**src/rtl/pipeline_hazard_controller.sv**
```systemverilog
// Stall/flush sequencer for the 5-stage core: load-use, redirect squash,
// data-memory freeze, plus saturating stall/flush counters and a timeout flag.
module pipeline_hazard_controller #(
  parameter int CORE         = 0,
  parameter int DMEM_TIMEOUT = 256,
  parameter int COUNT_BITS   = 32
) (
  input  logic                  clock,
  input  logic                  reset,
  input  logic [4:0]            id_rs1,
  input  logic [4:0]            id_rs2,
  input  logic                  id_use_rs1,
  input  logic                  id_use_rs2,
  input  logic [4:0]            ex_rd,
  input  logic                  ex_memRead,
  input  logic                  ex_redirect,
  input  logic                  mem_access,
  input  logic                  d_valid,
  input  logic                  report,
  output logic                  pc_stall,
  output logic                  if_id_stall,
  output logic                  if_id_flush,
  output logic                  id_ex_stall,
  output logic                  id_ex_flush,
  output logic                  ex_mem_stall,
  output logic                  mem_wb_bubble,
  output logic [1:0]            ctrl_state,
  output logic                  dmem_timeout,
  output logic [COUNT_BITS-1:0] stall_count,
  output logic [COUNT_BITS-1:0] flush_count
);

  typedef enum logic [1:0] {
    RUN       = 2'd0,
    FLUSH     = 2'd1,
    DMEM_WAIT = 2'd2
  } state_e;

  localparam int WW = $clog2(DMEM_TIMEOUT + 2);
  localparam logic [WW-1:0] WMAX = WW'(DMEM_TIMEOUT);

  state_e                state_q, state_d;
  logic                  pend_q, pend_d;
  logic [WW-1:0]         wait_q, wait_d;
  logic                  tout_q, tout_d;
  logic [COUNT_BITS-1:0] stall_q, stall_d;
  logic [COUNT_BITS-1:0] flush_q, flush_d;

  logic dstall, loaduse;
  logic freeze, run_eval, take;
  logic pc_s, ifid_s, ifid_f, idex_s, idex_f, exmem_s, wb_b;

  always_comb begin
    dstall  = mem_access && !d_valid;
    loaduse = ex_memRead && (ex_rd != 5'd0) &&
              ((id_use_rs1 && (id_rs1 == ex_rd)) ||
               (id_use_rs2 && (id_rs2 == ex_rd)));
  end

  always_comb begin
    freeze   = 1'b0;
    run_eval = 1'b0;
    take     = 1'b0;
    ifid_f   = 1'b0;
    idex_f   = 1'b0;
    state_d  = state_q;
    pend_d   = pend_q;
    wait_d   = wait_q;
    unique case (state_q)
      RUN: begin
        if (dstall) begin
          freeze  = 1'b1;
          state_d = DMEM_WAIT;
          // redirect is accepted (and counted) now, replayed after the wait
          if (ex_redirect) begin
            pend_d = 1'b1;
            take   = 1'b1;
          end
        end else begin
          run_eval = 1'b1;
        end
      end
      FLUSH: begin
        if (dstall) begin
          freeze  = 1'b1;
          state_d = DMEM_WAIT;
          pend_d  = 1'b1;
        end else begin
          ifid_f  = 1'b1;
          state_d = RUN;
        end
      end
      DMEM_WAIT: begin
        if (dstall) begin
          freeze = 1'b1;
          if (wait_q != WMAX) wait_d = wait_q + 1'b1;
        end else begin
          wait_d = '0;
          if (pend_q) begin
            ifid_f  = 1'b1;
            pend_d  = 1'b0;
            state_d = FLUSH;
          end else begin
            state_d  = RUN;
            run_eval = 1'b1;
          end
        end
      end
      default: begin
        state_d = RUN;
        pend_d  = 1'b0;
      end
    endcase
    pc_s    = freeze;
    ifid_s  = freeze;
    idex_s  = freeze;
    exmem_s = freeze;
    wb_b    = freeze;
    if (run_eval) begin
      if (ex_redirect) begin
        ifid_f  = 1'b1;
        idex_f  = 1'b1;
        take    = 1'b1;
        state_d = FLUSH;
      end else if (loaduse) begin
        pc_s   = 1'b1;
        ifid_s = 1'b1;
        idex_f = 1'b1;
      end
    end
  end

  always_comb begin
    tout_d  = tout_q || (wait_d == WMAX);
    stall_d = stall_q;
    flush_d = flush_q;
    if (pc_s && (stall_q != '1)) stall_d = stall_q + 1'b1;
    if (take && (flush_q != '1)) flush_d = flush_q + 1'b1;
  end

  always_ff @(posedge clock or negedge reset) begin
    if (!reset) begin
      state_q <= RUN;
      pend_q  <= 1'b0;
      wait_q  <= '0;
      tout_q  <= 1'b0;
      stall_q <= '0;
      flush_q <= '0;
    end else begin
      state_q <= state_d;
      pend_q  <= pend_d;
      wait_q  <= wait_d;
      tout_q  <= tout_d;
      stall_q <= stall_d;
      flush_q <= flush_d;
    end
  end

  assign pc_stall      = reset & pc_s;
  assign if_id_stall   = reset & ifid_s;
  assign if_id_flush   = reset & ifid_f;
  assign id_ex_stall   = reset & idex_s;
  assign id_ex_flush   = reset & idex_f;
  assign ex_mem_stall  = reset & exmem_s;
  assign mem_wb_bubble = reset & wb_b;
  assign ctrl_state    = state_q;
  assign dmem_timeout  = tout_q;
  assign stall_count   = stall_q;
  assign flush_count   = flush_q;

`ifndef SYNTHESIS
  always @(posedge clock) begin
    if (reset && report)
      $display("[core %0d] stall_count=%0d flush_count=%0d dmem_timeout=%0b",
               CORE, stall_q, flush_q, tout_q);
  end
`endif

endmodule

```
**config.mk**
```make
export PLATFORM = sky130hd
export DESIGN_NAME = pipeline_hazard_controller
export DESIGN_NICKNAME = d
export VERILOG_FILES = /design/src/rtl/pipeline_hazard_controller.sv
export SDC_FILE = /design/constraint.sdc
export NUM_CORES = 1
export LEC_CHECK = 0
export CORE_MARGIN = 4
export CORE_UTILIZATION = 30
export CTS_CLUSTER_DIAMETER = 100
export CTS_CLUSTER_SIZE = 30
export DETAILED_ROUTE_END_ITERATION = 10
export GPL_ROUTABILITY_DRIVEN = 0
export GPL_TIMING_DRIVEN = 0
export PLACE_DENSITY = 0.65
export SLEW_MARGIN = 20
export SYNTH_ARGS = -nofsm -noshare
export SYNTH_HDL_FRONTEND = slang
export SYNTH_SLANG_ARGS = --single-unit
```
**constraint.sdc**
```tcl
create_clock -name clock -period 2.4 [get_ports clock]
set_input_delay 0.48 -clock clock [delete_from_list [all_inputs] [get_ports clock]]
set_output_delay 0.48 -clock clock [all_outputs]
set_load 0.01 [all_outputs]
```
==> impl_summary.txt <==
----------------------------------------------------
[Critical path]
  WS Path Type ... in -> out
  Beginning of the worst register-to-register path ... ctrl_state[0]$_DFF_PN0_
  Worst Path Arrival ... 2.01 ns
  Setup slack on the worst flop-to-flop path ... 0.17 ns
  Register-to-Register Path Depth ... 10
  Crit-path max FO ... 3
  Worst Path Required ... 1.92 ns
  Startpoint class of the critical path ... input port
  Worst flop-to-flop path endpoint ... stall_count[23]$_DFFE_PN0P_
  Endpoint type of the worst setup path ... output pin

[Power and ir drop]
  Leakage power of the design ... 0.00258 uW
  Power Density ... 682 nW/um^2
  Peak supply drop ... 516 uV
  Overall power of the completed layout ... 4010 uW

[Synth]
  Portion of the post-synthesis area used by sequential elements ... 0.460
  Avg Inst Size Synth ... 10.0 um^2
  Synth Net Count ... 449
  Flip-flop and latch count after synthesis ... 77
  Number of instances in the synthesized netlist ... 417
  Number of enable-type register cells in the synthesized netlist ... 0
  Most used DFF post-synth ... dfrtp_1
  Cell Area, Synth ... 4190 um^2
  Number of distinct library cells after synthesis ... 53
  YS warnings ... 0
  Share of async-settable or async-resettable flops after synthesis ... 1.00

[Clocking]
  Root buffer cell ... clkbuf_16
  Clock Latency Late Sink ... 0.34 ns
  Clock-pin slew of the registers on the worst-case setup and hold paths ... 0.06 ns
  TritonCTS buffer count ... 9
  CTS tree ... yes
  Htree depth ... 3
  CTS Hold Buffers Added ... 0
  Buffer depth of the longest clock path ... 2
  Sinks on the clock net ... 77

[STA]
  Maximum clock rate ... 402 MHz
  Clock Skews ... 0.00850 ns
  Sum of negative setup slack ... -0.102 ns
  Final Cycle Share ... 1.04
  Setup repair after global routing missed its margin ... true
  Hold violation total from the final report ... 0
  Worst-Margin Slew ... 0.592 ns
  Max transition margin ... 0.604
  Setup violations, final ... 2
  Worst Slack Setup Final ... -0.0897 ns
  Shortest period the worst path allows ... 2.49 ns
  Final number of max-transition violations ... 0
  Post-Route Hold Slack ... 0.0393 ns

[Placement]
  Hpwl dp ... 7930 um
  Placement-stage cell area ... 5390 um^2
  Buffers added on ports ... 96

[GRT]
  Number of global-route vias before repair ... 3562
  Pin count of the biggest net entering global routing ... 43
  Remaining global-route overflow ... 0
  Global-route wire length before repair ... 17800 um
  Initial antenna violation count ... 0
  Global-route total usage across every layer ... 0.136

[Route]
  Total length of routed wires ... 10900 um
  Drt pass-1 iters ... 4
  Antenna Violating Nets Remaining ... 0
  Iteration-0 DRC Markers ... 226
  Via count of the routed design ... 3562
  DR WL/cell ... 15.1 um
  Post-route DRC ... 0
  Vias per cell ... 4.96

[Cells and area]
  Fillcell total ... 1316
  Final instance area ... 5880 um^2
  Number of nets in the layout ... 569
  Fraction of layout cells with a size suffix above 1 ... 0.159
  Commonest non-fill, non-tap cell in the layout ... clkdlybuf4s50_1
  Commonest cells after routing, fill and taps aside ... clkdlybuf4s50_1, dfrtp_1, nand2_1, xnor2_1, xor2_1
  Antenna diode instance count ... 0
  Layout overhead on the synthesized area ... 40.4%

[Min path]
  Path type of the worst min-delay path ... in -> async

[Floorplanning]
  Initial core utilization ... 0.311
  Standard-cell rows ... 42
  I/O pin cnt ... 98
  Die Width ... 126 um
  Core area ... 13500 um^2
  Height of the die ... 126 um
  Area of the die ... 15900 um^2

[Job]
  # Max-Cap Violations ... 0

[Outcome]
  Violations in the final reports ... negative setup slack
  Status ... finished, violations left

----------------------------------------------------
-- worst max-delay path: stages --
cell and delay, ns:
clkdlybuf4s50_1 0.50, xnor2_1 0.14, nand4_1 0.14, o22ai_2 0.24
a21o_1 0.18, and2_4 0.16, buf_6 0.09, buf_6 0.09
-- Yosys cell counts, types with 3 or more instances --
| cell | count | share of area |
|---|---|---|
| dfrtp_1 | 77 | 0.46 |
| nand2_1 | 42 | 0.038 |
| xnor2_1 | 42 | 0.088 |
| xor2_1 | 31 | 0.065 |
| nand3_1 | 28 | 0.033 |
| nor2_1 | 20 | 0.018 |
| nand4_1 | 18 | 0.027 |
| inv_1 | 16 | 0.014 |
| and3_1 | 15 | 0.022 |
| nor3_1 | 13 | 0.016 |
| o21ai_0 | 11 | 0.013 |
| nor4_1 | 10 | 0.015 |
| and2_1 | 9 | 0.013 |
| ha_1 | 8 | 0.024 |
| and4_1 | 6 | 0.013 |
| clkbuf_1 | 6 | 0.0054 |
| nor2b_1 | 6 | 0.0090 |
| nor4_2 | 6 | 0.018 |
| buf_4 | 5 | 0.0090 |
| a21o_1 | 3 | 0.0054 |
| a21oi_1 | 3 | 0.0036 |
| mux2_2 | 3 | 0.0081 |
| nor3b_1 | 3 | 0.0054 |
-- final cells by class --
cell class | count | area (um^2) | share of cell area
Timing Repair Buffer | 110 | 1050 | 0.179
Clock inverter | 6 | 62.6 | 0.0106
Multi-Input combinational cell | 309 | 2220 | 0.377
Sequential cell | 77 | 1930 | 0.328
Buffer | 14 | 98.8 | 0.0168
Tap cell | 176 | 220 | 0.0374
Inverter | 16 | 60.1 | 0.0102
Clock buffer | 10 | 239 | 0.0406
-- stage by stage --
step           cells  setup WS, ns   util
2_1_floorplan    417         0.112      -
3_3_place_gp     689         -2.86  0.399
3_5_place_dp     690        -0.908  0.400
4_1_cts          716        -0.171  0.433
5_1_grt          718        -0.156  0.437
6_report         718       -0.0897  0.437
-- routing by layer --
layer	track usage	up-vias	wire length (um)
met2	0.229	80	5450
li1	-	1706	-
met5	0	-	0
met1	0.167	1761	4760
met3	0.0461	15	511
met4	0.0347	0	140
-- logic make-up (layout without fill, tap and decap cells) --
logic type | count (synthesis) | after routing | synth area share
DFF | 77 | 77 | 0.460
muxes | 4 | 4 | 0.0105
buffers and inverters | 31 | 156 | 0.0364
and+or+nand+nor | 186 | 186 | 0.248
xor gates and xnor gates | 73 | 73 | 0.153
adders and majority gates | 8 | 8 | 0.0239
AOI/OAI and AO/OA | 38 | 38 | 0.0684
-- where the power goes --
group | internal [uW] | total, uW | leakage [uW] | switching [uW]
registers | 1420 | 1580 | 0.00101 | 159
logic | 553 | 1060 | 0.00143 | 506
clock network | 830 | 1380 | 0.000140 | 547
-- sequential cells by signal, indices dropped and copies added (netlist names) --
register / count
dmem_timeout: 1
flush_count: 32
wait_q: 9
ctrl_state: 2
pend_q: 1
stall_count: 32
-- how the worst max path moves through the flow --
stage	start	endpoint	slack [ns]	depth (start not counted)
finish	id_rs1[4]	pc_stall	-0.09	8
global placement	reset	id_ex_stall	-2.86	4
CTS	ctrl_state[1]$_DFF_PN0_	pc_stall	-0.17	9
floorplan	ctrl_state[0]$_DFF_PN0_	pc_stall	0.11	9
global route	ctrl_state[1]$_DFF_PN0_	pc_stall	-0.16	8
detailed placement	ex_rd[1]	pc_stall	-0.91	8
-- what timing repair did --
action,4_1_cts,5_1_grt
gates resized for setup,54,22
pin swaps,7,8
buffers inserted,10,3
setup endpoints to repair,12,29
(Power assumes the default switching activity.)
